<file path="config.mk">
export PLATFORM = sky130hd
export DESIGN_NAME = serial_mag_comparator
export DESIGN_NICKNAME = d
export VERILOG_FILES = /design/src/rtl/serial_mag_comparator.sv
export SDC_FILE = /design/constraint.sdc
export NUM_CORES = 1
export LEC_CHECK = 0
export ABC_AREA = 1
export ABC_CLOCK_PERIOD_IN_PS = 4950
export BUFFER_PORTS_ARGS = -buffer_cell sky130_fd_sc_hd__buf_2
export CORE_MARGIN = 1.5
export CORE_UTILIZATION = 50
export CTS_CLUSTER_SIZE = 30
export DETAILED_ROUTE_END_ITERATION = 10
export MAX_ROUTING_LAYER = met4
export PLACE_DENSITY = 0.73
export SLEW_MARGIN = 20
export SYNTH_ARGS = -nofsm -noshare
export SYNTH_HDL_FRONTEND = slang
export SYNTH_SLANG_ARGS = --single-unit
</file>
<file path="constraint.sdc">
create_clock -name clock -period 4.95 [get_ports clock]
set_input_delay 0.2475 -clock clock [delete_from_list [all_inputs] [get_ports clock]]
set_output_delay 0.2475 -clock clock [all_outputs]
set_load 0.02 [all_outputs]
</file>
<file path="src/rtl/serial_mag_comparator.sv">
// Bit-serial magnitude comparator: walks the operands MSB-first, one bit per clock,
// with optional two's-complement mode and early termination on the first differing bit.
module serial_mag_comparator #(
    parameter int unsigned WIDTH      = 8,
    parameter int unsigned EARLY_EXIT = 1
) (
    input  logic                   clock,
    input  logic                   reset,
    input  logic                   start,
    input  logic                   signed_mode,
    input  logic [WIDTH-1:0]       a,
    input  logic [WIDTH-1:0]       b,
    output logic                   busy,
    output logic                   done,
    output logic                   a_gt_b,
    output logic                   a_lt_b,
    output logic                   a_eq_b,
    output logic [$clog2(WIDTH):0] bits_used
);

    localparam int unsigned IDX_W = $clog2(WIDTH);
    localparam int unsigned CNT_W = IDX_W + 1;
    localparam logic [IDX_W-1:0] IDX_MSB = IDX_W'(WIDTH - 1);

    typedef enum logic {
        IDLE,
        COMPARE
    } state_t;

    state_t           state, state_d;
    logic [WIDTH-1:0] a_q, b_q, a_d, b_d;
    logic             sm_q, sm_d;
    logic [IDX_W-1:0] idx_q, idx_d;
    logic             pend_gt_q, pend_lt_q, pend_gt_d, pend_lt_d;
    logic             busy_d, done_d, gt_d, lt_d, eq_d;
    logic [CNT_W-1:0] bits_used_d;

    logic bit_a, bit_b, sign_pos, bit_gt, bit_lt, gt_now, lt_now, last;

    // Per-bit decision; the sign bit flips polarity in signed mode, and an earlier
    // decision always takes precedence over the current bit.
    always_comb begin
        bit_a    = a_q[idx_q];
        bit_b    = b_q[idx_q];
        sign_pos = sm_q && (idx_q == IDX_MSB);
        bit_gt   = sign_pos ? (!bit_a && bit_b) : (bit_a && !bit_b);
        bit_lt   = sign_pos ? (bit_a && !bit_b) : (!bit_a && bit_b);
        gt_now   = pend_gt_q || (!(pend_gt_q || pend_lt_q) && bit_gt);
        lt_now   = pend_lt_q || (!(pend_gt_q || pend_lt_q) && bit_lt);
        last     = (idx_q == '0) || ((EARLY_EXIT != 0) && (gt_now || lt_now));
    end

    always_comb begin
        state_d     = state;
        a_d         = a_q;
        b_d         = b_q;
        sm_d        = sm_q;
        idx_d       = idx_q;
        pend_gt_d   = pend_gt_q;
        pend_lt_d   = pend_lt_q;
        busy_d      = busy;
        done_d      = 1'b0;
        gt_d        = a_gt_b;
        lt_d        = a_lt_b;
        eq_d        = a_eq_b;
        bits_used_d = bits_used;

        case (state)
            IDLE: begin
                if (start) begin
                    a_d       = a;
                    b_d       = b;
                    sm_d      = signed_mode;
                    idx_d     = IDX_MSB;
                    pend_gt_d = 1'b0;
                    pend_lt_d = 1'b0;
                    busy_d    = 1'b1;
                    state_d   = COMPARE;
                end
            end
            COMPARE: begin
                if (last) begin
                    state_d     = IDLE;
                    busy_d      = 1'b0;
                    done_d      = 1'b1;
                    gt_d        = gt_now;
                    lt_d        = lt_now;
                    eq_d        = !(gt_now || lt_now);
                    bits_used_d = CNT_W'(WIDTH) - CNT_W'(idx_q);
                end else begin
                    idx_d     = idx_q - IDX_W'(1);
                    pend_gt_d = gt_now;
                    pend_lt_d = lt_now;
                end
            end
        endcase
    end

    always_ff @(posedge clock or posedge reset) begin
        if (reset) begin
            state     <= IDLE;
            a_q       <= '0;
            b_q       <= '0;
            sm_q      <= 1'b0;
            idx_q     <= '0;
            pend_gt_q <= 1'b0;
            pend_lt_q <= 1'b0;
            busy      <= 1'b0;
            done      <= 1'b0;
            a_gt_b    <= 1'b0;
            a_lt_b    <= 1'b0;
            a_eq_b    <= 1'b0;
            bits_used <= '0;
        end else begin
            state     <= state_d;
            a_q       <= a_d;
            b_q       <= b_d;
            sm_q      <= sm_d;
            idx_q     <= idx_d;
            pend_gt_q <= pend_gt_d;
            pend_lt_q <= pend_lt_d;
            busy      <= busy_d;
            done      <= done_d;
            a_gt_b    <= gt_d;
            a_lt_b    <= lt_d;
            a_eq_b    <= eq_d;
            bits_used <= bits_used_d;
        end
    end

endmodule

</file>
### After elaboration in Yosys (flattened, before gate mapping)

Cells that the tools add are included.

| word-level totals | value |
|---|---|
| output and inout bits | 9 |
| register bits after elaboration | 32 |
| bits of input ports | 20 |

| operators by class | value |
|---|---|
| $add $sub $neg | 2 |
| multiplexer cells | 22 |
| bitwise logic cells | 1 |
| eq/ne operators | 4 |
| $lt $le $gt $ge | 1 |
| reduce and logical (&&, ||, !) cells | 19 |

Operator list:

| cell | count |
|---|---|
| 1-bit 2-to-1 mux | 13 |
| 1-bit one-hot mux with 2 select lines | 4 |
| 2-bit AND reduction | 4 |
| 1-bit binary-select mux with 3-bit select | 2 |
| 3-bit 2-to-1 mux | 2 |
| 3-bit one-hot mux with 2 select lines | 1 |
| 1-bit logical AND | 5 |
| 1-bit logical OR | 5 |
| 1-bit zero test | 4 |
| 3-bit by 4-bit less-than comparator with 1-bit output (second input constant) | 1 |
| 2-bit inequality test (second input constant) | 2 |
| 4-bit by 3-bit subtractor with 4-bit output (first input constant) | 1 |
| 3-bit equality test (second input constant) | 1 |
| 3-bit zero test | 1 |
| 3-bit by 1-bit subtractor with 3-bit output (second input constant) | 1 |
| 2-bit by 1-bit inequality test with 1-bit output (second input constant) | 1 |
| 1-bit inverter | 1 |

### Longest topological paths before layout

| logic depth | value |
|---|---|
| depth after elaboration | 11 |
| depth in mapped cells | 16 |
| depth with buffers taken out | 14 |

### Worst setup path before layout

No wires, ideal clock.

| path | value |
|---|---|
| path kind | register to register |
| from | register idx_q[0] |
| to | register a_eq_b |
| stages on the path, launching flop included | 16 |
| path slack | 3.266 ns |
| data arrival time | 1.564 ns |
| library setup time | 0.121 ns |
| cell sequence | dfrtp_1 buf_6 inv_2 buf_6 nand2_1 nand3_1 nand2_1 nand2_1 nand2_1 nand2_1 nand2_1 nand3_1 nand2_2 o21bai_4 buf_6 a21oi_1 |

| on the way | value |
|---|---|
| cells in the longest elaborated chain, start to end | 10 |
| elaborated cells between the ends (all ways) | 21 |

Ends and longest elaborated chain:

| item | RTL line | text |
|---|---|---|
| start, declared | 33 | `logic [IDX_W-1:0] idx_q, idx_d;` |
| start signal, assigned | 119 | `idx_q <= idx_d;` |
| 1-bit binary-select mux with 3-bit select, on equally long branches | 44, 43 |  |
| 1-bit 2-to-1 mux, on equally long branches | 44, 43 |  |
| 1-bit zero test | 46, 47 |  |
| 1-bit logical AND | 46, 47 |  |
| 1-bit 2-to-1 mux, on equally long branches | 46, 47 |  |
| 1-bit logical AND, on equally long branches | 48, 49 |  |
| 1-bit logical OR, on equally long branches | 48, 49 |  |
| 1-bit logical OR | 50, 88 |  |
| 1-bit logical OR | 50 | `last = (idx_q == '0) \|\| ((EARLY_EXIT != 0) && (gt_now \|\| lt_now));` |
| 2-bit AND reduction (no source line) | - |  |
| end signal, assigned | 126 | `a_eq_b <= eq_d;` |
| end, declared | 17 | `output logic a_eq_b,` |

Parallel ways exist; a longest one is shown, timed or not. The select of a mux whose other input is x is not followed.
A chain may end at the register's enable or synchronous reset.

### Final worst setup path

| path | value |
|---|---|
| from | register idx_q[0] |
| to | register bits_used[2] |

| on the way | value |
|---|---|
| cells in the longest elaborated chain, start to end | 10 |
| elaborated cells between the ends (all ways) | 21 |

Ends and longest elaborated chain:

| item | RTL line | text |
|---|---|---|
| 1-bit binary-select mux with 3-bit select, on equally long branches | 44, 43 |  |
| 1-bit 2-to-1 mux, on equally long branches | 44, 43 |  |
| 1-bit zero test | 46, 47 |  |
| 1-bit logical AND | 46, 47 |  |
| 1-bit 2-to-1 mux, on equally long branches | 46, 47 |  |
| 1-bit logical AND, on equally long branches | 48, 49 |  |
| 1-bit logical OR, on equally long branches | 48, 49 |  |
| 1-bit logical OR (2 in series) | 50 |  |
| 2-bit AND reduction (no source line) | - |  |
| end signal, assigned | 127 | `bits_used <= bits_used_d;` |
| end, declared | 18 | `output logic [$clog2(WIDTH):0] bits_used` |

Parallel ways exist; a longest one is shown, timed or not. The select of a mux whose other input is x is not followed.

==> summary.md <==
| Metric | Value |
|---|---|
| 1st-iter DRT viols | 35 |
| Largest net degree at the start of global routing | 38 |
| Global route total overflow | 0 |
| Clock sinks | 32 |
| Crit path depth | 13 |
| Worst path slowest cell | dfrtp_1 |
| CTS HTree Levels | 2 |
| Worst Path Max Fanout | 14 |
| Crit end category | register |
| Pwr Density | 714 mW/mm^2 |
| Drt pass-1 iters | 4 |
| Commonest cells after routing, fill and taps aside | nand2_1 (60), dfrtp_1 (32), buf_2 (28) |
| CTS clock-pin slew for the worst setup and hold paths | 100 ps |
| CTS Root Cell | clkbuf_4 |
| Final Max Slew Viols | 0 |
| Area of the multi-input gates | 611 um^2 |
| Vias per inst | 4.81 |
| DR WL/cell | 10.5 um |
| FF/Latch Area | 801 um^2 |
| CP top delay family | simple AND/OR/NAND/NOR gates |
| CTS Buf Count | 5 |
| Worst path cell trace | inv_2 -> nand2_1 -> nand3_1 -> nand3_1 -> nand2_1 -> nand2_1 -> nand2_1 -> nand3_2 -> nand3_2 -> o21bai_4 -> inv_1 -> nand2_1 -> nand2_1 |
| Ys Warns | 0 |
| Fin Clk Skew | 10.4 ps |
| Peak supply drop | 0.311 mV |
| Area Growth Syn to Fin | 14.6% |
| Rows | 20 |
| CP max stage delay | 550 ps |
| Starting density of the core | 52.1% |
| Most frequent CP cell | nand2_1 |
| First-pass GRT wire length | 4.97 mm |
| WP data arrival | 2260 ps |
| Post-cts resize count | 0 |
| TNS Setup | 0 ps |
| DIE WIDTH | 58.9 um |
| Worst hold-check path type | input pin to register |
| R2r worst-path depth | 13 |
| Finished Core Util | 59.7% |
| Sequential fraction of the synthesis area | 51.2% |
| Core Box Area | 0.00300 mm^2 |
| Worst path bufs/invs | 2 |
| I/O pins | 29 |
| Gr usage total | 19.8% |
| Placer congestion estimate | 0.933 |
| Lkg Pwr | 1.04 nW |
| CP required | 5180 ps |
| Setup violators final | 0 |
| Fin crit period | 2030 ps |
| Postcts setup bufs | 0 |
| ANT nets after route | 0 |
| Fin area | 0.00179 mm^2 |
| Synth cell types | 18 |
| Max-Cap Viols | 0 |
| Worst hold stages | 3 |
| Final Cycle Share | 41.0% |
| Routed Wire Length | 2.76 mm |
| Class of the most critical setup path | register to register |
| Vias in the first global route | 1202 |
| Slew @ Worst Pin | 611 ps |
| PortBufs | 28 |
| Total number of vias | 1261 |
| Die area | 0.00347 mm^2 |
| Initial antenna violation count | 0 |
| HPWL after DPL | 2.04 mm |
| Clock Path Buffers | 2 |
| Die H | 58.9 um |
| Fmax | 0.492 GHz |
| Commonest non-fill, non-tap cell in the layout | nand2_1 |
| Clock Latency Late Sink | 340 ps |
| Syn nets | 221 |
| RSZ-0062 raised after global routing | no |
| Layout cells sized above 1 | 19.7% |
| Number of synthesized register bits | 32 |
| Post-Place Cell Area | 0.00170 mm^2 |
| Post-layout net count | 251 |
| Post-CTS Hold Buffers | 1 |
| Antenna cells | 0 |
| CTS tree | built |
| Syn Area/Cell | 7.90 um^2 |
| Synthesized area | 0.00156 mm^2 |
| CP Launch Type | register |
| Status | complete, no violations |
| Final Hold Viols | 0 |
| # fillers | 278 |
| Drc violations | 0 |
| Mapped Cells | 198 |
| Slew headroom | 59.1% |
-- stage by stage --
step,setup slack (ps),hold slack [ps],total power [mW],instances
2_1_floorplan,3270,364,0.985,198
3_3_place_gp,3000,341,1.08,253
3_5_place_dp,2940,345,1.10,253
4_1_cts,2930,140,1.29,262
5_1_grt,2680,138,1.42,262
6_report,2920,146,1.28,262
-- sequential cells by signal, indices dropped and copies added (netlist names) --
register	count
sm_q	1
pend_gt_q	1
a_lt_b	1
a_q	8
a_gt_b	1
done	1
a_eq_b	1
b_q	8
bits_used	4
busy	1
state	1
idx_q	3
pend_lt_q	1
-- final cells by class --
class                   count  area share (%)
well taps                  33            2.30
multi-input cells         131            34.1
clock buffers               6            2.30
inverters                  28            5.87
flip-flops and latches     32            44.7
clock inverters             2            1.96
repair buffers             30            8.80
-- where the power goes --
| part | switching [mW] | internal (mW) | leakage, nW | total, mW |
|---|---|---|---|---|
| sequential | 0.0718 | 0.383 | 0.371 | 0.455 |
| clock | 0.0873 | 0.106 | 0.0422 | 0.193 |
| combinational | 0.410 | 0.221 | 0.622 | 0.631 |
-- kinds of logic (layout without fill, tap and decap cells) --
kind of cell    after synthesis  in the layout  share of synthesized area [%]
flops                        32             32                           51.2
mux                           1              1                          0.720
compound gates               20             20                           7.28
buf+inv                      35             66                           9.92
fa+ha+maj                     3              3                           2.40
simple gates                107            107                           28.5
-- synth_stat cells (all sizes together) --
cell type / n / area [um^2]
mux2: 1 / 11.3
nor2: 21 / 78.8
buf: 4 / 38.8
inv: 28 / 105
o21ai: 2 / 10.0
a21oi: 17 / 85.1
o21bai: 1 / 18.8
nand3: 23 / 125
ha: 3 / 37.5
or2: 1 / 6.26
clkbuf: 3 / 11.3
dfrtp: 32 / 801
nand2: 62 / 235
-- per-layer routing --
| layer | vias to the layer above | global-route usage (%) | share of wire (%) |
|---|---|---|---|
| met1 | 554 | 24.5 | 49 |
| met3 | 7 | 6.59 | 4.8 |
| met5 | - | - | 0 |
| met2 | 33 | 29.8 | 44 |
| li1 | 667 | - | - |
| met4 | 0 | 7.79 | 1.8 |
-- worst reg2reg max path, delay by kind of cell (launching register included) --
kind | cells | cell delay [ps]
and+or+nand+nor | 10 | 820
DFF | 1 | 550
buffers and inverters | 2 | 290
AOI/OAI and AO/OA | 1 | 280
-- worst paths after layout --
| path | from | slack [ps] | endpoint |
|---|---|---|---|
| max in group asynchronous | reset | 4150 | pend_lt_q |
| hold reg to reg | bits_used[1] | 480 | bits_used[1] |
| setup reg to reg | idx_q[0] | 2920 | bits_used[2] |
| min in group asynchronous | reset | 510 | b_q[2] |
| hold / removal | a[3] | 150 | a_q[3] |
| setup / recovery | idx_q[0] | 2920 | bits_used[2] |
Power figures use the tool's default switching activity.
